--- config.mk ---
export PLATFORM = sky130hd
export DESIGN_NAME = reg_file_sb_flat
export DESIGN_NICKNAME = d
export VERILOG_FILES = /design/src/rtl/reg_file_pkg.sv /design/src/rtl/reg_file_sb_if.sv /design/src/rtl/reg_file_scoreboard.sv /design/src/rtl/reg_file_sb.sv /design/src/flat_wrapper.sv
export SDC_FILE = /design/constraint.sdc
export NUM_CORES = 2
export LEC_CHECK = 0
export ABC_AREA = 1
export BUFFER_PORTS_ARGS = -buffer_cell sky130_fd_sc_hd__buf_2
export CAP_MARGIN = 20
export CELL_PAD_IN_SITES_DETAIL_PLACEMENT = 2
export CELL_PAD_IN_SITES_GLOBAL_PLACEMENT = 2
export CORE_AREA = 2 2 460 325
export CTS_CLUSTER_DIAMETER = 40
export DETAILED_ROUTE_END_ITERATION = 8
export DIE_AREA = 0 0 462 327
export GPL_ROUTABILITY_DRIVEN = 0
export PLACE_DENSITY_LB_ADDON = 0.05
export RECOVER_POWER = 25
export SKIP_LAST_GASP = 1
export SYNTH_ARGS = -nofsm -noshare
export SYNTH_HDL_FRONTEND = slang
export SYNTH_SLANG_ARGS = --single-unit
--- constraint.sdc ---
create_clock -name clk -period 7.5 [get_ports clk]
set_input_delay 1.125 -clock clk [delete_from_list [all_inputs] [get_ports clk]]
set_output_delay 1.125 -clock clk [all_outputs]
set_load 0.01 [all_outputs]
--- src/rtl/reg_file_pkg.sv ---
// reg_file_pkg: shared defaults and types for the integer register file with scoreboard
package reg_file_pkg;
  localparam int XLEN_DEF = 32;
  localparam int NUM_REGS_DEF = 32;
  localparam int REG_ZERO = 0;
  typedef logic [4:0] reg_addr_t;
  typedef logic [31:0] reg_data_t;
endpackage

--- src/rtl/reg_file_sb_if.sv ---
// reg_file_sb_if: read, write-back and issue ports of the register file
interface reg_file_sb_if import reg_file_pkg::*; #(
  parameter int XLEN = XLEN_DEF,
  parameter int NUM_REGS = NUM_REGS_DEF
);
  localparam int ADDR_W = $clog2(NUM_REGS);
  logic [ADDR_W-1:0] rs1_addr, rs2_addr, rd_addr, issue_rd;
  logic [XLEN-1:0] rs1_data, rs2_data, rd_data;
  logic rs1_busy, rs2_busy, we, issue_valid, issue_conflict;
  modport master (
    output rs1_addr, rs2_addr, we, rd_addr, rd_data, issue_valid, issue_rd,
    input rs1_data, rs2_data, rs1_busy, rs2_busy, issue_conflict
  );
  modport slave (
    input rs1_addr, rs2_addr, we, rd_addr, rd_data, issue_valid, issue_rd,
    output rs1_data, rs2_data, rs1_busy, rs2_busy, issue_conflict
  );
endinterface

--- src/rtl/reg_file_scoreboard.sv ---
// reg_file_scoreboard: per-register busy bits; a new reservation wins over a same-cycle write-back
module reg_file_scoreboard import reg_file_pkg::*; #(
  parameter int NUM_REGS = NUM_REGS_DEF
) (
  input  logic clk,
  input  logic n_rst,
  input  logic we,
  input  logic [$clog2(NUM_REGS)-1:0] rd_addr,
  input  logic issue_valid,
  input  logic [$clog2(NUM_REGS)-1:0] issue_rd,
  output logic [NUM_REGS-1:0] busy,
  output logic issue_conflict
);
  localparam int ADDR_W = $clog2(NUM_REGS);
  logic [NUM_REGS-1:0] set_mask, clr_mask;
  logic issue_ok;
  always_comb begin
    issue_ok = issue_valid && issue_rd != ADDR_W'(REG_ZERO);
    set_mask = issue_ok ? NUM_REGS'(1) << issue_rd : '0;
    clr_mask = we ? NUM_REGS'(1) << rd_addr : '0;
    issue_conflict = issue_ok && busy[issue_rd];
  end
  always_ff @(posedge clk)
    if (n_rst) busy <= '0;
    else busy <= ((busy & ~clr_mask) | set_mask) & ~NUM_REGS'(1);
endmodule

--- src/rtl/reg_file_sb.sv ---
// reg_file_sb: 2R1W register file, x0 hard-wired to zero, with busy scoreboard.
// Define REG_FILE_BYPASS_EN to forward same-cycle write-back data to the read ports.
module reg_file_sb import reg_file_pkg::*; #(
  parameter int XLEN = XLEN_DEF,
  parameter int NUM_REGS = NUM_REGS_DEF
) (
  input logic clk,
  input logic n_rst,
  reg_file_sb_if.slave bus
);
  localparam int ADDR_W = $clog2(NUM_REGS);
  localparam logic [ADDR_W-1:0] ZERO = ADDR_W'(REG_ZERO);
`ifdef REG_FILE_BYPASS_EN
  localparam bit BYPASS = 1'b1;
`else
  localparam bit BYPASS = 1'b0;
`endif
  logic [XLEN-1:0] regs [NUM_REGS];
  logic [NUM_REGS-1:0] busy;
  logic hit1, hit2;
  always_ff @(posedge clk)
    if (n_rst) for (int i = 0; i < NUM_REGS; i++) regs[i] <= '0;
    else if (bus.we && bus.rd_addr != ZERO) regs[bus.rd_addr] <= bus.rd_data;
  always_comb begin
    hit1 = BYPASS && bus.we && bus.rd_addr != ZERO && bus.rd_addr == bus.rs1_addr;
    hit2 = BYPASS && bus.we && bus.rd_addr != ZERO && bus.rd_addr == bus.rs2_addr;
    bus.rs1_data = bus.rs1_addr == ZERO ? '0 : hit1 ? bus.rd_data : regs[bus.rs1_addr];
    bus.rs2_data = bus.rs2_addr == ZERO ? '0 : hit2 ? bus.rd_data : regs[bus.rs2_addr];
    bus.rs1_busy = hit1 ? bus.issue_valid && bus.issue_rd == bus.rs1_addr : busy[bus.rs1_addr];
    bus.rs2_busy = hit2 ? bus.issue_valid && bus.issue_rd == bus.rs2_addr : busy[bus.rs2_addr];
  end
  reg_file_scoreboard #(.NUM_REGS(NUM_REGS)) u_sb (
    .clk(clk),
    .n_rst(n_rst),
    .we(bus.we),
    .rd_addr(bus.rd_addr),
    .issue_valid(bus.issue_valid),
    .issue_rd(bus.issue_rd),
    .busy(busy),
    .issue_conflict(bus.issue_conflict)
  );
endmodule

--- src/flat_wrapper.sv ---
// flat-port wrapper written by rule: the top's interface ports become plain ports
module reg_file_sb_flat import reg_file_pkg::*;
#(
  parameter int XLEN = XLEN_DEF,
  parameter int NUM_REGS = NUM_REGS_DEF
)
  (clk, n_rst, bus_rs1_addr, bus_rs2_addr, bus_we, bus_rd_addr, bus_rd_data, bus_issue_valid, bus_issue_rd, bus_rs1_data, bus_rs2_data, bus_rs1_busy, bus_rs2_busy, bus_issue_conflict);
  reg_file_sb_if #(.XLEN(XLEN), .NUM_REGS(NUM_REGS)) bus_i ();
  input logic clk;
  input logic n_rst;
  input wire logic [$bits(bus_i.rs1_addr)-1:0] bus_rs1_addr;
  input wire logic [$bits(bus_i.rs2_addr)-1:0] bus_rs2_addr;
  input wire logic [$bits(bus_i.we)-1:0] bus_we;
  input wire logic [$bits(bus_i.rd_addr)-1:0] bus_rd_addr;
  input wire logic [$bits(bus_i.rd_data)-1:0] bus_rd_data;
  input wire logic [$bits(bus_i.issue_valid)-1:0] bus_issue_valid;
  input wire logic [$bits(bus_i.issue_rd)-1:0] bus_issue_rd;
  output wire logic [$bits(bus_i.rs1_data)-1:0] bus_rs1_data;
  output wire logic [$bits(bus_i.rs2_data)-1:0] bus_rs2_data;
  output wire logic [$bits(bus_i.rs1_busy)-1:0] bus_rs1_busy;
  output wire logic [$bits(bus_i.rs2_busy)-1:0] bus_rs2_busy;
  output wire logic [$bits(bus_i.issue_conflict)-1:0] bus_issue_conflict;
  assign bus_i.rs1_addr = bus_rs1_addr;
  assign bus_i.rs2_addr = bus_rs2_addr;
  assign bus_i.we = bus_we;
  assign bus_i.rd_addr = bus_rd_addr;
  assign bus_i.rd_data = bus_rd_data;
  assign bus_i.issue_valid = bus_issue_valid;
  assign bus_i.issue_rd = bus_issue_rd;
  assign bus_rs1_data = bus_i.rs1_data;
  assign bus_rs2_data = bus_i.rs2_data;
  assign bus_rs1_busy = bus_i.rs1_busy;
  assign bus_rs2_busy = bus_i.rs2_busy;
  assign bus_issue_conflict = bus_i.issue_conflict;
  reg_file_sb #(.XLEN(XLEN), .NUM_REGS(NUM_REGS)) u_core (.clk(clk), .n_rst(n_rst), .bus(bus_i));
endmodule
-- After elaboration in Yosys (flattened, before gate mapping)
Memories as Yosys holds them, arrays and structs flattened.
Index checks and enable logic that the tools add are counted.
- flip-flop bits (word level): 32
- RAM bits: 1024
- output and inout bits: 67
- word-level logic and storage cells: 37
- memories kept: 1
- magnitude comparators: 3
- shift-type cells: 2
- muxes and demuxes: 18
- bitwise gates (word level): 3
- reductions and logical operators: 8
- memory list (name ; words ; width ; rd ports ; clocked after memory_dff ; write ports ; line ; RTL):
    u_core.regs ; 32 ; 32 ; 2 ; 0 ; 32 ; reg_file_sb.sv:18 ; logic [XLEN-1:0] regs [NUM_REGS];
- operators by type and width (cell ; count):
    $mux W32 ; 5
    $shl A1 B5 Y32 const A ; 2
    $and A32 B32 Y32 ; 1
    $not A32 Y32 ; 1
    $or A32 B32 Y32 ; 1
    $reduce_or A32 Y1 ; 1
    $lt A5 B6 Y1 const B ; 3
    $bmux W1 S5 ; 3
    $logic_not A5 Y1 ; 2
    $reduce_bool A5 Y1 ; 2
    $mux W1 ; 9
    $mux W5 ; 1
    $logic_and A1 B1 Y1 ; 3

-- Depth between registers and ports, before layout
- depth in word-level cells: 7
- depth in mapped cells: 13
- mapped depth without buffers: 11

-- Modules after synthesis
From an unflattened synthesis, not the netlist that was laid out.
- cell total of the unflattened synthesis: 7687
- area total of the unflattened synthesis: 59086.7 µm²
- by module, submodules not included (module ; times used ; cells an instance ; area each (µm²) ; seq. area each (µm²)):
    reg_file_sb ; 1 ; 7395 ; 57202.4 ; 30749.5
    reg_file_scoreboard ; 1 ; 292 ; 1884.3 ; 620.6

-- Least setup slack after synthesis
No wires, ideal clock.
- path type: in2reg
- from: input bus_rd_addr[2]
- to: memory u_core.regs[17][0] (netlist name), enable pin
- setup time: 0.468 ns
- arrival time: 3.883 ns
- data required time: 7.032 ns
- slack: 3.149 ns
- stages: 4
- cells stage by stage: buf_2 > inv_2 > nand3_1 > o21ai_0
- RTL lines (item ; line ; RTL):
    start, declared ; flat_wrapper.sv:14 ; input wire logic [$bits(bus_i.rd_addr)-1:0] bus_rd_addr;
    end, declared ; reg_file_sb.sv:18 ;

==> flow_summary.toml <==
[run_status]
status = "complete, but fails checks"
violations = "capacitance limit, slew limit"

[drt]
drt_iter0_drc = 7510
dr.pass1.iters = 5
wl_per_cell_um = 32.6
drcViolationCount = 0
antenna_left = 0
routed_via_density = 6.28
vias = 59100
drt_wl_total_um = 307000

[sta]
grt_setup_unrepaired = "false"
tns_ns = 0
fin_worst_skew_ns = 0
hold_slack_ns = 0.480
maxSlewViolCount = 397
layout_setup_ws_ns = 0.985
fin_crit_ns = 6.51
timing.final.crit_share = 0.869
fmax_mhz = 153
hold_viol_final = 0
max_slew_margin = -1.50
tightest_slew_ns = 3.75
setup_viol = 0

[critical_path]
crit_required_ns = 7.90
cp_max_fo = 32
start_kind = "input port"
setup.worst_path.class = "input port to flip-flop"
critPathMaxStageDelay_ns = 2.56
path_buf_inv = 3
critPathArrivalTime_ns = 6.92
rrSetupSlack_ns = 6.61
critPathSlowestCell = "clkbuf_1"
cpLargestDelayFamily = "buffers and inverters"
endpoint_kind = "flip-flop"
path_cells = "clkbuf_1, nor2_1, nand2_1, inv_1, nand3_2, clkbuf_1, nor2_1"

[layout]
fin_util = 0.449
num-fill-cells = 16400
fin_nets = 7352
syn_to_final_growth_pct = 13.0
final_layout_size_suffix_gt1_frac = 0.0801
stdcell_count = 9409

[logic_synthesis]
synth_seq_cells = 1055
synth_top_cell_area_share = 0.526
synth_area_leaders = "edfxtp_1, nand2_1, nand3_1"
yosys_warnings = 0
ys_types = 33
synth_cells = 7462
avgSynthCellArea_sq_um = 7.83
syn_area_sq_mm = 0.0584
synth_top_area_cell = "edfxtp_1"
ys_seq_area_frac = 0.537

[global_route]
grt_pass1_wl_um = 438000
antenna_found_initial = 12
gr-usage-all-layers = 0.401
grt_max_degree = 189
globalRouteOverflowTotal = 0
grt_pass1_vias = 62400

[clock_network]
h-tree-depth = 4
clockBufferDepth = 3
cts_resized = 0
clk_latency_ns = 0.81
clk_pin_slew_worst_paths_ns = 0.06
cts_sinks = 1055
cts_made_buffers = 163
hold_buffers = 0
cts_root_buf = "clkbuf_16"
post-cts-setup-buffers = 0
cts_tree = "done"

[die]
core_area_sq_mm = 0.147
fp.dieH_um = 327
die_x_um = 462
io_pins = 123
initial_core_util = 0.398
dieArea_sq_mm = 0.151
rows = 118

[power]
power_density_mw_per_mm2 = 256
leakagePower_nw = 26.9
irDropWorstVdd_mv = 0.261

[hold_path]
min_path_type = "flip-flop to flip-flop"

[place]
portBuffers = 122
hpwl_um = 171000
dpl.cell_count = 9103
pre_cts_slack_ns = 2.16

[flow_run]
drv_cap = 15
placed cells by master, fill, tap and decap left out, types with 9 or more instances in the layout:
| cell type | count |
|---|---|
| inv_2 | 14 |
| o211ai_1 | 30 |
| inv_1 | 131 |
| dfxtp_1 | 31 |
| a21oi_1 | 232 |
| inv_6 | 12 |
| nand2_2 | 25 |
| clkinv_2 | 20 |
| clkinv_1 | 34 |
| clkinvlp_4 | 22 |
| conb_1 | 32 |
| nor2_1 | 1281 |
| edfxtp_1 | 1024 |
| clkinv_4 | 15 |
| clkbuf_1 | 25 |
| buf_2 | 113 |
| nand3_1 | 1385 |
| buf_16 | 10 |
| o21ai_0 | 175 |
| o32ai_1 | 9 |
| o21ai_1 | 15 |
| buf_12 | 24 |
| bufinv_16 | 16 |
| clkbuf_16 | 165 |
| buf_4 | 127 |
| nand2_1 | 2397 |
cell usage after synthesis, drive strengths merged:
cell and number:
nand2 2423, o32ai 9, nand3b 3, nor3 8, nor4 3, buf 380
or3 1, inv 156, edfxtp 1024, nand3 1389, and2 1, o31ai 8
clkbuf 277, nand4 7, o22ai 2, clkinv 2, o21ai 191, o211ai 30
dfxtp 31, conb 1, nor2 1284, a21oi 232
worst min-delay path, cell delays in order (launching register included):
cell and delay, ns:
dfxtp_1 0.31, o31ai_1 0.06, a21oi_1 0.06
registers in the layout, summed over array words and instances, names as in the netlist:
signal / flops
u_core.regs: 1024
u_core.u_sb.busy: 31
through the flow:
stage	power, mW	cell area [sq um]
floorplan	8.22	58600
global placement	9.10	60400
detailed placement	9.20	60600
CTS	16.9	65900
global route	17.3	66000
finish	16.9	66000
layer usage:
metal	GRT usage	wire, um	share of wire
met4	0.167	13400	0.044
met3	0.0868	32200	0.10
met5	0	67	0.00022
met2	0.609	133000	0.43
met1	0.554	128000	0.42
worst paths after layout:
path / start / endpoint / cells after the start
setup / recovery: n_rst / u_core.regs[5][23] / 7
hold / removal: u_core.u_sb.busy[14] / u_core.u_sb.busy[14] / 2
setup reg to reg: u_core.u_sb.busy[12] / u_core.u_sb.busy[12] / 4
hold reg to reg: u_core.u_sb.busy[14] / u_core.u_sb.busy[14] / 2
layout make-up:
cell class,count,area (sq um),share of cell area
clock buffers,176,4170,0.0632
flip-flops and latches,1055,31400,0.475
well taps,1980,2480,0.0375
inverters,158,633,0.00959
multi-input cells,5623,23700,0.360
repair buffers,295,2420,0.0367
clock inverters,120,1200,0.0182
diodes,2,5.00,0.0000758
kinds of logic after synthesis:
| logic type | Yosys count | share of synthesized area |
|---|---|---|
| and+or+nand+nor | 5119 | 0.360 |
| DFF | 1055 | 0.537 |
| buffers and inverters | 815 | 0.0603 |
| AOI/OAI and AO/OA | 472 | 0.0427 |
| other | 1 | 0.0000642 |
power breakdown:
part | switching [mW] | leakage [nW] | internal [mW]
clock | 3.14 | 2.56 | 4.60
combinational | 1.69 | 14.4 | 0.516
sequential | 0.188 | 10.0 | 6.79
total | 5.02 | 26.9 | 11.9
Note: power is estimated with default switching activity, not from simulation.
